$ cat src/rtl/byte_stream_assembler_pkg.sv
// Shared constants for the byte stream assembler: mode codes, word sizes, FSM states.
// Latency: none, declarations only.
// Backpressure: none, declarations only.
package byte_stream_assembler_pkg;

    localparam logic [1:0] MODE_8    = 2'b00;
    localparam logic [1:0] MODE_16   = 2'b01;
    localparam logic [1:0] MODE_32   = 2'b10;
    localparam logic [1:0] MODE_IDLE = 2'b11;

    typedef enum logic {
        ST_IDLE    = 1'b0,
        ST_COLLECT = 1'b1
    } state_t;

    // Number of bytes that make one word in the given mode; 0 for the idle code.
    function automatic logic [2:0] bytes_per_mode(input logic [1:0] mode);
        case (mode)
            MODE_8:  bytes_per_mode = 3'd1;
            MODE_16: bytes_per_mode = 3'd2;
            MODE_32: bytes_per_mode = 3'd4;
            default: bytes_per_mode = 3'd0;
        endcase
    endfunction

endpackage

$ cat src/rtl/byte_shift_acc.sv
// Partial-word store: up to three bytes held MSB-first, plus a count of bytes held.
// Latency: 1 clk, the new contents are visible after the edge.
// Backpressure: none; the controls are already gated by the caller's enable.
module byte_shift_acc #(
    parameter int BYTE_W = 8
) (
    input  logic                  clk,
    input  logic                  rst,
    input  logic                  clr,
    input  logic                  load,
    input  logic                  shift,
    input  logic [BYTE_W-1:0]     din,
    output logic [3*BYTE_W-1:0]   sr,
    output logic [1:0]            cnt
);

    // A load starts a fresh word and takes priority over a clear issued in the same cycle.
    always_ff @(posedge clk) begin
        if (rst) begin
            sr  <= '0;
            cnt <= 2'd0;
        end else if (load) begin
            sr  <= {{(2*BYTE_W){1'b0}}, din};
            cnt <= 2'd1;
        end else if (clr) begin
            sr  <= '0;
            cnt <= 2'd0;
        end else if (shift) begin
            sr  <= {sr[2*BYTE_W-1:0], din};
            cnt <= cnt + 2'd1;
        end
    end

endmodule

$ cat src/rtl/byte_stream_assembler.sv
// Reassembles 8/16/32-bit words from a qualified byte stream, MSB first.
// Latency: 1 clk from the last byte's posedge to the word and its strobe.
// Backpressure: none; enb=0 freezes all state and forces strobes to 0.
module byte_stream_assembler
    import byte_stream_assembler_pkg::*;
#(
    parameter int BYTE_W = 8
) (
    input  logic                  clk,
    input  logic                  rst,
    input  logic                  enb,
    input  logic [1:0]            dataS,
    input  logic                  validIn,
    input  logic [BYTE_W-1:0]     dataIn,
    output logic [BYTE_W-1:0]     dataOut,
    output logic [2*BYTE_W-1:0]   dataOut16,
    output logic [4*BYTE_W-1:0]   dataOut32,
    output logic                  valid8,
    output logic                  valid16,
    output logic                  valid32,
    output logic                  errFrame
);

    state_t                 state;
    logic [1:0]             modeLat;
    logic [3*BYTE_W-1:0]    sr;
    logic [1:0]             cnt;

    logic                   accept;
    logic [2:0]             need;
    logic                   modeChg;
    logic                   done;
    logic                   startWord;
    logic                   accClr;
    logic                   accShift;

    // Decode this cycle's action. A mode change into 8-bit mode drops the incoming byte along
    // with the partial word so that errFrame and valid8 never pulse in the same cycle.
    always_comb begin
        accept    = enb && validIn && (dataS != MODE_IDLE);
        need      = bytes_per_mode(dataS);
        modeChg   = enb && (state == ST_COLLECT) && (dataS != modeLat);
        done      = accept && (state == ST_COLLECT) && !modeChg
                    && (({1'b0, cnt} + 3'd1) == need);
        startWord = accept && (need != 3'd1) && ((state == ST_IDLE) || modeChg);
        accClr    = done || modeChg;
        accShift  = accept && (state == ST_COLLECT) && !modeChg && !done;
    end

    byte_shift_acc #(
        .BYTE_W (BYTE_W)
    ) u_acc (
        .clk   (clk),
        .rst   (rst),
        .clr   (accClr),
        .load  (startWord),
        .shift (accShift),
        .din   (dataIn),
        .sr    (sr),
        .cnt   (cnt)
    );

    // FSM, mode latch, word registers and one-cycle strobes.
    always_ff @(posedge clk) begin
        if (rst) begin
            state     <= ST_IDLE;
            modeLat   <= MODE_8;
            dataOut   <= '0;
            dataOut16 <= '0;
            dataOut32 <= '0;
            valid8    <= 1'b0;
            valid16   <= 1'b0;
            valid32   <= 1'b0;
            errFrame  <= 1'b0;
        end else begin
            valid8   <= 1'b0;
            valid16  <= 1'b0;
            valid32  <= 1'b0;
            errFrame <= 1'b0;
            if (modeChg) begin
                errFrame <= 1'b1;
                if (startWord) begin
                    state   <= ST_COLLECT;
                    modeLat <= dataS;
                end else begin
                    state   <= ST_IDLE;
                end
            end else if (accept && state == ST_IDLE) begin
                if (need == 3'd1) begin
                    dataOut <= dataIn;
                    valid8  <= 1'b1;
                end else begin
                    state   <= ST_COLLECT;
                    modeLat <= dataS;
                end
            end else if (done) begin
                state <= ST_IDLE;
                if (modeLat == MODE_16) begin
                    dataOut16 <= {sr[BYTE_W-1:0], dataIn};
                    valid16   <= 1'b1;
                end else begin
                    dataOut32 <= {sr, dataIn};
                    valid32   <= 1'b1;
                end
            end
        end
    end

endmodule

$ cat config.mk
export PLATFORM = sky130hd
export DESIGN_NAME = byte_stream_assembler
export DESIGN_NICKNAME = d
export VERILOG_FILES = /design/src/rtl/byte_stream_assembler_pkg.sv /design/src/rtl/byte_shift_acc.sv /design/src/rtl/byte_stream_assembler.sv
export SDC_FILE = /design/constraint.sdc
export NUM_CORES = 1
export LEC_CHECK = 0
export ABC_AREA = 1
export CORE_UTILIZATION = 47
export DETAILED_ROUTE_END_ITERATION = 10
export PLACE_DENSITY = 0.85
export SKIP_CTS_REPAIR_TIMING = 1
export SYNTH_ARGS = -nofsm -noshare
export SYNTH_HDL_FRONTEND = slang
export SYNTH_HIERARCHICAL = 1
export SYNTH_SLANG_ARGS = --single-unit
$ cat constraint.sdc
create_clock -name clk -period 1.99 [get_ports clk]
set_input_delay 0.2985 -clock clk [delete_from_list [all_inputs] [get_ports clk]]
set_output_delay 0.2985 -clock clk [all_outputs]
set_load 0.03 [all_outputs]
==> impl_table.tex <==
\begin{tabular}{lr}
\hline
Metric & Value \\
\hline
\multicolumn{2}{l}{\textbf{Global routing}} \\
Vias in the first global route & 3,323 \\
Global-route wire length before repair & 14,900 µm \\
Congestion Overflow GR & 0 \\
Routing usage on met2 & 0.356 \\
Global-route met3 utilization & 0.0421 \\
Global route hottest layer & met2 \\
Largest net degree at the start of global routing & 52 \\
Met1 Track Usage GR & 0.271 \\
Global-route usage over all layers & 0.213 \\
Antenna violations before repair & 0 \\
\multicolumn{2}{l}{\textbf{Placed design}} \\
Half-perimeter wire length after placement & 6490 µm \\
Post-Place Worst Slack & -0.262 ns \\
Global placer's final weighted congestion & 0.913 \\
Number of port buffers & 73 \\
\multicolumn{2}{l}{\textbf{Floorplanning}} \\
Die span in x & 94.3 µm \\
CORE AREA & 8220 µm² \\
Initial core utilization & 0.488 \\
Die Outline Area & 8900 µm² \\
Floorplan row count & 33 \\
Number of ports placed on the die boundary & 74 \\
Overall die height & 94.3 µm \\
\multicolumn{2}{l}{\textbf{Min path}} \\
Worst hold path type & in2reg \\
Min-delay src & dataS[0] \\
\multicolumn{2}{l}{\textbf{Clock network}} \\
\# H-tree levels & 3 \\
Clock network latency to the later pin of the worst-skew pair & 0.35 ns \\
TritonCTS Sinks & 89 \\
Number of buffers on the longest clock path & 2 \\
Clock transition time at the flip-flop clock pins of the worst setup and hold paths & 0.08 ns \\
Clock Root Buffer & clkbuf\_8 \\
Total clock buffers created by CTS & 9 \\
Clock tree from TritonCTS & done \\
\multicolumn{2}{l}{\textbf{Setup path}} \\
Launch point of the critical path & u\_acc/cnt[1] \\
Crit path kind & reg2reg \\
Capturing element type of the critical path & flop \\
Critical Path Sink & u\_acc/cnt[1] \\
Worst setup slack for register-to-register paths & 0.18 ns \\
Cells traversed along the worst timing path & ha\_1 > nor2\_1 > nand2\_2 > nand3\_4 > o21ai\_1 > buf\_4 > nor2\_8 > nand2\_2 > buf\_4 > nor3\_1 \\
Buffers \& Inverters on Critical Path & 2 \\
Arrival time reported for the critical path endpoint & 2.07 ns \\
Worst flop-to-flop path startpoint & u\_acc/cnt[1] \\
CP Data Required Time & 2.26 ns \\
Reg2reg end & u\_acc/cnt[1] \\
Slowest-stage cell, CP & dfxtp\_1 \\
Length in cells of the worst reg-to-reg path & 10 \\
Top cell family by delay on the critical path & simple AND/OR/NAND/NOR gates \\
WP depth & 10 \\
Type of origin of the critical path & flop \\
Worst path max stage delay & 0.33 ns \\
Maximum fanout along the worst path & 3 \\
\multicolumn{2}{l}{\textbf{STA}} \\
Post-route fraction of the period consumed by the critical path & 0.908 \\
Slew at the pin with the worst max-slew slack & 0.415 ns \\
Fin. Hold Viols & 0 \\
Final worst-path setup slack & 0.183 ns \\
RSZ-0062 raised after global routing & no \\
Final Max Tran Viols & 0 \\
Final setup fails & 0 \\
Accumulated negative setup slack & 0 ns \\
Worst slew slack as a fraction of its limit & 0.723 \\
Minimum period implied by the final worst setup slack & 1.81 ns \\
Highest Clock Rate & 553 MHz \\
Maximum clock skew at final layout & 0.00656 ns \\
\multicolumn{2}{l}{\textbf{Status}} \\
Status & completed \\
\multicolumn{2}{l}{\textbf{Logic synthesis}} \\
Net count after synthesis & 559 \\
Number of enable-type register cells in the synthesized netlist & 0 \\
Count of different cell masters after synthesis & 29 \\
Summed instance area of the synthesized netlist & 4010 µm² \\
Number of cells produced by synthesis & 544 \\
Dominant register cell in the synthesized netlist & dfxtp\_1 \\
Avg Inst Size Synth & 7.36 µm² \\
Portion of the post-synthesis area used by sequential elements & 0.445 \\
Yosys reg bits & 89 \\
Share of synthesized registers carrying an async set or reset & 0 \\
Number of warnings issued by yosys & 6 \\
\multicolumn{2}{l}{\textbf{Detailed routing}} \\
Routed wirelength normalized by instance count & 12.3 µm \\
Initial DRC Count & 268 \\
Number of routed nets with antenna violations & 0 \\
Total iterations of the first detailed-routing run & 5 \\
Number of DRC violations after detailed routing & 0 \\
Ratio of routed vias to standard cells & 4.96 \\
Final Routed Wirelength & 9060 µm \\
DR vias & 3,637 \\
\multicolumn{2}{l}{\textbf{Pwr}} \\
Maximum vdd ir drop & 0.402 mV \\
Static leakage & 2.10 nW \\
Power per cell area & 636 nW/µm² \\
\multicolumn{2}{l}{\textbf{Finish}} \\
Share of final-layout standard cells stronger than drive strength 1 & 0.154 \\
Fin nets & 640 \\
Number of diodes added for antenna fixing & 0 \\
Area added between synthesis and finish & 28.1\% \\
\multicolumn{2}{l}{\textbf{Run}} \\
Max capacitance violation total & 0 \\
\hline
\end{tabular}
==> final cells by class <==
class,count,area (µm²)
multi-input combinational,359,1760
tap,105,131
inverter,63,236
timing repair buffer,103,1060
fill,689,3080
clock inverter,3,17.5
sequential,89,1780
clock buffer,12,145
==> Yosys cell counts (2+ instances only) <==
cell / n / area share
nor4_1: 2 / 0.0031
buf_12: 4 / 0.020
clkinv_1: 2 / 0.0019
a21oi_1: 38 / 0.047
buf_1: 2 / 0.0019
buf_2: 12 / 0.015
a21oi_2: 40 / 0.087
nand2_1: 127 / 0.12
buf_4: 2 / 0.0037
clkbuf_1: 11 / 0.010
nor2_1: 78 / 0.073
xnor2_1: 2 / 0.0044
dfxtp_1: 89 / 0.44
nand2_2: 5 / 0.0078
inv_1: 59 / 0.055
nand3_1: 57 / 0.071
inv_2: 2 / 0.0019
==> worst register-to-register path: stages, from the launching register on <==
cell	delay [ns]
dfxtp_1	0.33
ha_1	0.29
nor2_1	0.14
nand2_2	0.09
nand3_4	0.11
o21ai_1	0.10
buf_4	0.16
nor2_8	0.12
nand2_2	0.08
buf_4	0.13
nor3_1	0.17
==> logic make-up after synthesis <==
kind of cell / Yosys count / share of synthesized area
xor+xnor: 2 / 0.00437
compound gates: 81 / 0.140
fa+ha+maj: 1 / 0.00312
simple gates: 275 / 0.292
buf+inv: 96 / 0.116
flops: 89 / 0.445
==> metal layers <==
metal	up-vias	routed length [µm]
li1	1861	-
met3	11	433
met4	0	152
met1	1662	4070
met2	103	4410
met5	-	0
==> per-stage QoR <==
| step | total power [mW] | area [µm²] | hold WS [ns] | utilization | cells |
|---|---|---|---|---|---|
| 5_1_grt | 3.39 | 5130 | 0.331 | 0.625 | 734 |
| 6_report | 3.27 | 5130 | 0.332 | 0.625 | 734 |
| 3_3_place_gp | 2.22 | 4960 | 0.449 | 0.604 | 719 |
| 3_5_place_dp | 2.23 | 4960 | 0.453 | 0.604 | 719 |
| 2_1_floorplan | 2.09 | 4010 | 0.438 | - | 544 |
| 4_1_cts | 3.29 | 5130 | 0.465 | 0.624 | 734 |
==> cell usage in the layout, fill, tap and decap left out, types with 2 or more instances in the layout <==
| cell type | Yosys | routed |
|---|---|---|
| dfxtp_1 | 89 | 89 |
| nand2_1 | 127 | 126 |
| nor2_1 | 78 | 78 |
| nor4_1 | 2 | 2 |
| clkbuf_1 | 11 | 2 |
| xnor2_1 | 2 | 2 |
| clkinv_1 | 2 | 2 |
| inv_2 | 2 | 3 |
| clkdlybuf4s50_1 | 0 | 71 |
| dlymetal6s2s_1 | 0 | 2 |
| clkinv_2 | 0 | 2 |
| a21oi_1 | 38 | 38 |
| inv_1 | 59 | 58 |
| nand3_1 | 57 | 57 |
| clkbuf_8 | 0 | 10 |
| nand2_2 | 5 | 6 |
| a21oi_2 | 40 | 40 |
| buf_12 | 4 | 8 |
| buf_4 | 2 | 22 |
==> power breakdown <==
part	internal [mW]	switching, mW
Clock	0.479	0.600
Sequential	1.81	0.0234
Combinational	0.141	0.217
==> state kept, by name (all words and copies together), names as in the netlist <==
name / flops
valid8: 1
dataOut32: 32
dataOut: 8
dataOut16: 16
u_acc/sr: 24
state: 1
valid16: 1
u_acc/cnt: 2
modeLat: 2
valid32: 1
errFrame: 1
==> worst min path at each step <==
stage	depth (start not counted)	endpoint
after floorplan	2	u_acc/sr[16]
after global placement	2	u_acc/sr[17]
after detailed placement	2	u_acc/sr[16]
after CTS	2	u_acc/sr[16]
after global routing	3	modeLat[0]
final	3	modeLat[0]
Note: power is estimated with default switching activity, not from simulation.
